**src/rtl/tdm_demux8.sv**
```systemverilog
// Receive end of an 8:1 TDM link: frames serial slot bits 0..7 into a parallel
// byte, using the sync marker on slot 0 to acquire and police frame alignment.
module tdm_demux8 #(
  parameter logic [7:0] RESET_VAL = 8'h00
) (
  input  logic       clk,
  input  logic       rst,
  input  logic       en,
  input  logic       din,
  input  logic       sync,
  output logic [7:0] o,
  output logic [2:0] s,
  output logic       valid,
  output logic       sync_err,
  output logic       locked
);

  typedef enum logic {IDLE = 1'b0, RUN = 1'b1} state_t;

  state_t     state_q, state_d;
  logic [2:0] s_q, s_d;
  logic [7:0] sh_q, sh_d;
  logic [7:0] o_q, o_d;
  logic       valid_q, valid_d;
  logic       err_q, err_d;

  always_ff @(posedge clk or posedge rst) begin
    if (rst) begin
      state_q <= IDLE;
      s_q     <= 3'd0;
      sh_q    <= 8'h00;
      o_q     <= RESET_VAL;
      valid_q <= 1'b0;
      err_q   <= 1'b0;
    end else begin
      state_q <= state_d;
      s_q     <= s_d;
      sh_q    <= sh_d;
      o_q     <= o_d;
      valid_q <= valid_d;
      err_q   <= err_d;
    end
  end

  always_comb begin
    state_d = state_q;
    s_d     = s_q;
    sh_d    = sh_q;
    o_d     = o_q;
    valid_d = 1'b0;
    err_d   = 1'b0;
    if (en) begin
      unique case (state_q)
        IDLE: begin
          if (sync) begin
            sh_d[0] = din;
            s_d     = 3'd1;
            state_d = RUN;
          end else begin
            s_d = 3'd0;
          end
        end
        RUN: begin
          if (sync) begin
            // Sync anywhere but slot 0 restarts the frame; it outranks slot-7 completion.
            err_d   = (s_q != 3'd0);
            sh_d[0] = din;
            s_d     = 3'd1;
          end else if (s_q == 3'd0) begin
            err_d   = 1'b1;
            s_d     = 3'd0;
            state_d = IDLE;
          end else if (s_q == 3'd7) begin
            o_d     = {din, sh_q[6:0]};
            valid_d = 1'b1;
            s_d     = 3'd0;
          end else begin
            sh_d[s_q] = din;
            s_d       = s_q + 3'd1;
          end
        end
        default: state_d = IDLE;
      endcase
    end
  end

  assign o        = o_q;
  assign s        = s_q;
  assign valid    = valid_q;
  assign sync_err = err_q;
  assign locked   = (state_q == RUN);

endmodule

```
**config.mk**
```make
export PLATFORM = sky130hd
export DESIGN_NAME = tdm_demux8
export DESIGN_NICKNAME = d
export VERILOG_FILES = /design/src/rtl/tdm_demux8.sv
export SDC_FILE = /design/constraint.sdc
export NUM_CORES = 1
export LEC_CHECK = 0
export ABC_AREA = 1
export BUFFER_PORTS_ARGS = -buffer_cell sky130_fd_sc_hd__buf_4
export CORE_AREA = 2 2 57 59
export DETAILED_ROUTE_END_ITERATION = 6
export DIE_AREA = 0 0 59 61
export GPL_TIMING_DRIVEN = 0
export SYNTH_ARGS = -nofsm -noshare
export SYNTH_HDL_FRONTEND = slang
export SYNTH_SLANG_ARGS = --single-unit
```
**constraint.sdc**
```tcl
create_clock -name clk -period 1.7 [get_ports clk]
set_clock_uncertainty 0.1 [all_clocks]
set_input_delay 0.085 -clock clk [delete_from_list [all_inputs] [get_ports clk]]
set_output_delay 0.085 -clock clk [all_outputs]
set_load 0.03 [all_outputs]
```
# Word level (Yosys, flattened, before mapping)
# Index checks and enable logic that the tools add are counted.
[totals]
inputBits = 5
regBits = 22
rom_bits = 0
mem_count = 0
latch_bits = 0
elab_cells = 50
mem_bits_rw = 0
out_inout_bits = 14
[classes]
n_lt_le_gt_ge = 2
shift = 0
addsub = 1
multipliers = 0
mux = 26
div_mod_pow = 0
bitwise = 4
reduce_logical = 6
n_eq_ne = 4
[ops]
columns = ["cell", "count"]
rows = [
  ["two-way mux 1 bit", 18],
  ["AND reduction 5 bit", 2],
  ["two-way mux 3 bit", 3],
  ["bitwise mux 8 bit", 1],
  ["!= test 3 bit (second input constant)", 2],
  ["case mux 3 bit (2 select lines)", 1],
  ["less-than comparator 3 x 4 -> 1 bit (second input constant)", 1],
  ["inverter 1 bit", 4],
  ["case mux 1 bit (2 select lines)", 2],
  ["AND reduction 4 bit", 1],
  ["adder 3 x 1 -> 3 bit (second input constant)", 1],
  ["demux 1 bit (select 3 bit)", 1],
  ["equality test 3 bit (second input constant)", 1],
  [">= comparator 3 x 1 -> 1 bit (second input constant)", 1],
  ["zero test 3 bit", 1],
  ["nonzero test 3 bit", 1],
  ["!= test 2 bit (second input constant)", 1],
  ["logical AND 1 bit", 1],
]

# Longest topological paths before layout
[depth]
depth_word = 9
depth_mapped = 9
depth_no_buf = 9

# Worst setup path after synthesis
# No wires, ideal clock.
[synth_path]
path_kind = "register -> register"
from = "register s_q[0], in the netlist s[0]"
to = "register sh_q[1]"
setup_time_ns = 0.117
period_less_slack_ns = 1.708
arrival_time_ns = 1.492
path_buffers = 1
stages_incl_launch_ff = 10
slack_ns = -0.008
required_ns = 1.483
path_cell_list = "dfrtp_1 > inv_1 > ha_1 > nand2_2 > nand2_2 > nor2_4 > buf_6 > nand2_1 > nand2_1 > nand2_1"
[synth_via]
elab_chain_cells = 5
elab_cells_between_ends = 11
classes_between = "order compare (2); eq/ne (1); mux (3); bitwise (2); reduce/logical (3)"
[synth_rtl]
columns = ["item", "line_no", "text"]
rows = [
  ["start: declaration", "21", "logic [2:0] s_q, s_d;"],
  ["start signal: assignment", "30", "s_q <= 3'd0;"],
  ["start signal: assignment", "37", "s_q <= s_d;"],
  ["less-than comparator 3 x 4 -> 1 bit (not written as such) or >= comparator 3 x 1 -> 1 bit (tied branches)", "78", "sh_d[s_q] = din;"],
  ["logical AND 1 bit (not written as such)", "78", ""],
  ["two-way mux 1 bit (not written as such)", "78", ""],
  ["demux 1 bit (select 3 bit)", "78", ""],
  ["bitwise mux 8 bit", "78", ""],
  ["end signal: assignment", "31", "sh_q <= 8'h00;"],
  ["end signal: assignment", "38", "sh_q <= sh_d;"],
  ["end: declaration", "22", "logic [7:0] sh_q, sh_d;"],
]
# Several ways; a longest one is shown, not always the timed one.
# A chain may end at the register's enable or synchronous reset.

# Final worst setup path
[layout_path]
from = "register s_q[1], in the netlist s[1]"
to = "register sh_q[1]"
# The elaborated chain is that of the path after synthesis.

==> qor.yml <==
initial_utilization_pct: 33.8
max_stage_delay_ns: 0.45
grtUsageMet1_pct: 14.9
crit_type: "flop to flop"
p_total_w: 0.00130
insertedDiodeCount: 0
die_y_um: 61
fp.dieW_um: 59
end_kind: "flop"
gr-usage-met2_pct: 20.6
cts_root_buf: "clkbuf_4"
numCtsBuffers: 3
status: "finished, final reports clean"
yosysSeqAreaShare_pct: 52.6
synth-warning-count: 0
grt_pass1_wl_mm: 3.28
overflow: 0
finalCritPeriodShare_pct: 91.9
p_leak_nw: 0.693
clockBufferDepth: 2
rsz0062_at_grt: "no"
worst_ep_arrival_time_ns: 1.67
hpwl_mm: 1.41
min_period_ns: 1.56
drv_slew: 0
path_clk_slew_ns: 0.12
dr.pass1.iters: 4
via_per_inst: 4.52
synthesis.area_um2: 998
cp_data_required_time_ns: 1.80
gp_congestion: 0.769
vias: 814
worstMarginPinSlew_ns: 0.781
clk_latency_ns: 0.30
worst-path-buf-inv: 2
htreeDepth: 1
antenna_left: 0
cp_max_fo: 10
drv_cap: 0
drc: 0
clock.fmax_ghz: 0.640
path_cells: "inv_1 > ha_1 > nand2_2 > nand2_2 > nor2_4 > buf_6 > nand2_1 > nand2_1 > nand2_1"
drt_iter0_markers: 28
path_common_cell: "nand2_1"
cts_tree: "done"
grt_pass1_vias: 786
fin_tns_setup_ns: 0
syn_avg_cell_area_um2: 8.25
final_hold_viol_count: 0
rows: 20
use_met3_pct: 1.28
ys_ff_latch: 21
wl_per_cell_um: 10.3
relSlewSlack_pct: 47.9
cp-start-kind: "flop"
irDropWorstVdd_mv: 0.281
grt_max_degree: 22
wirelength_mm: 1.86
numPortBuffers: 18
core-area_mm2: 0.00295
netlist_instances: 121
synth_nets: 130
ioPinCount: 19
clock-sinks: 21
drive_above_1_share_pct: 22.4
power_density_mw_per_mm2: 1050
hold_path_class: "input pin to flop"
cp_top_family: "simple AND/OR/NAND/NOR gates"
top_usage_layer: "met2"
worst_hold_slack_ns: 0.0235
grt_usage_pct: 12.2
slowest_stage: "dfrtp_2"
area_delta_synth_final_pct: 24.4
fin_nets: 157
setup_viol: 0
grt_antenna_before_repair: 0
yosysUniqueCellTypes: 14
dieArea_mm2: 0.00360
## flip-flops by register name, indices dropped and copies added, names as in the netlist
register,flops
o,8
sh_q,7
s,3
locked,1
sync_err,1
valid,1
## cell families after synthesis
logic type               count (synthesis)  share of synthesized area [%]
AND/OR/NAND/NOR                         73                           31.8
buffers and inverters                   16                           6.89
adder cells (fa/ha/maj)                  4                           5.01
flip-flops                              21                           52.6
AO/OA/AOI/OAI                            7                           3.63
## stage by stage
| stage | setup WS [ns] | cells | util, % | area [um^2] |
|---|---|---|---|---|
| after floorplan | 0.0199 | 121 | - | 1000 |
| after global placement | 0.0924 | 172 | 39.8 | 1180 |
| after detailed placement | 0.0509 | 172 | 39.8 | 1180 |
| after CTS | 0.0285 | 179 | 41.8 | 1230 |
| after global routing | 0.00843 | 180 | 42.1 | 1240 |
| final | 0.138 | 180 | 42.1 | 1240 |
## layer usage
layer | up-vias | wire length [um]
li1 | 431 | -
met1 | 371 | 879
met2 | 10 | 912
met3 | 2 | 35
met4 | 0 | 27
met5 | - | 0
## cell usage in the layout, fill, tap and decap left out
master / n
dlygate4sd3_1: 3
nand2_2: 3
clkinv_2: 1
nor2_4: 2
dfrtp_1: 19
clkbuf_4: 3
ha_1: 4
nand3_1: 11
nand2_1: 48
buf_2: 1
inv_2: 1
o22ai_1: 1
buf_6: 1
nor3_1: 6
inv_1: 13
dfrtp_2: 2
o21ai_0: 5
buf_4: 19
o21ai_1: 1
nor2_1: 3
## cells in the mapped netlist
master / count / area, um^2
nand2_1: 48 / 180
buf_6: 1 / 11.3
dfrtp_1: 21 / 526
inv_1: 13 / 48.8
inv_2: 1 / 3.75
o22ai_1: 1 / 6.26
nand2_2: 3 / 18.8
buf_2: 1 / 5.00
nor2_4: 2 / 22.5
nor2_1: 3 / 11.3
nand3_1: 11 / 55.1
o21ai_0: 6 / 30.0
nor3_1: 6 / 30.0
ha_1: 4 / 50.1
## final cells by class
type | count | area, um^2
clock inverter | 1 | 5.00
clock buffer | 3 | 22.5
buffer | 2 | 16.3
fill | 309 | 1710
multi-input combinational | 84 | 404
sequential | 21 | 528
timing repair buffer | 22 | 173
tap | 33 | 41.3
inverter | 14 | 52.6
## repair_timing
| item | CTS | global route |
|---|---|---|
| hold buffers | 3 | 0 |
| gates resized for setup | 0 | 2 |
| endpoints found under the setup margin | 0 | 11 |
| buffers inserted | 0 | 1 |
| endpoints found under the hold margin | 32 | 0 |
## power by group
part           leakage, nW  switching (W)  total (W)  internal (W)
logic                0.398       0.000260   0.000416      0.000156
registers            0.277      0.0000619   0.000648      0.000586
clock network       0.0177       0.000147   0.000235     0.0000876
total                0.693       0.000469    0.00130      0.000830
## worst register-to-register path, delay by kind of cell (launching register included)
kind | cells | cell delay, ns
adder cells (fa/ha/maj) | 1 | 0.20
buffers and inverters | 2 | 0.25
flip-flops | 1 | 0.45
AND/OR/NAND/NOR | 6 | 0.48
## worst paths after layout
check,endpoint,startpoint,slack (ns),depth (start not counted)
setup / recovery,sh_q[1],s[1],0.14,9
hold / removal,s[1],sync,0.02,4
setup reg to reg,sh_q[1],s[1],0.14,9
hold reg to reg,sh_q[6],sh_q[6],0.38,2
max in group asynchronous,s[1],rst,0.59,3
min in group asynchronous,sh_q[0],rst,0.38,3
Note: power is estimated with default switching activity, not from simulation.
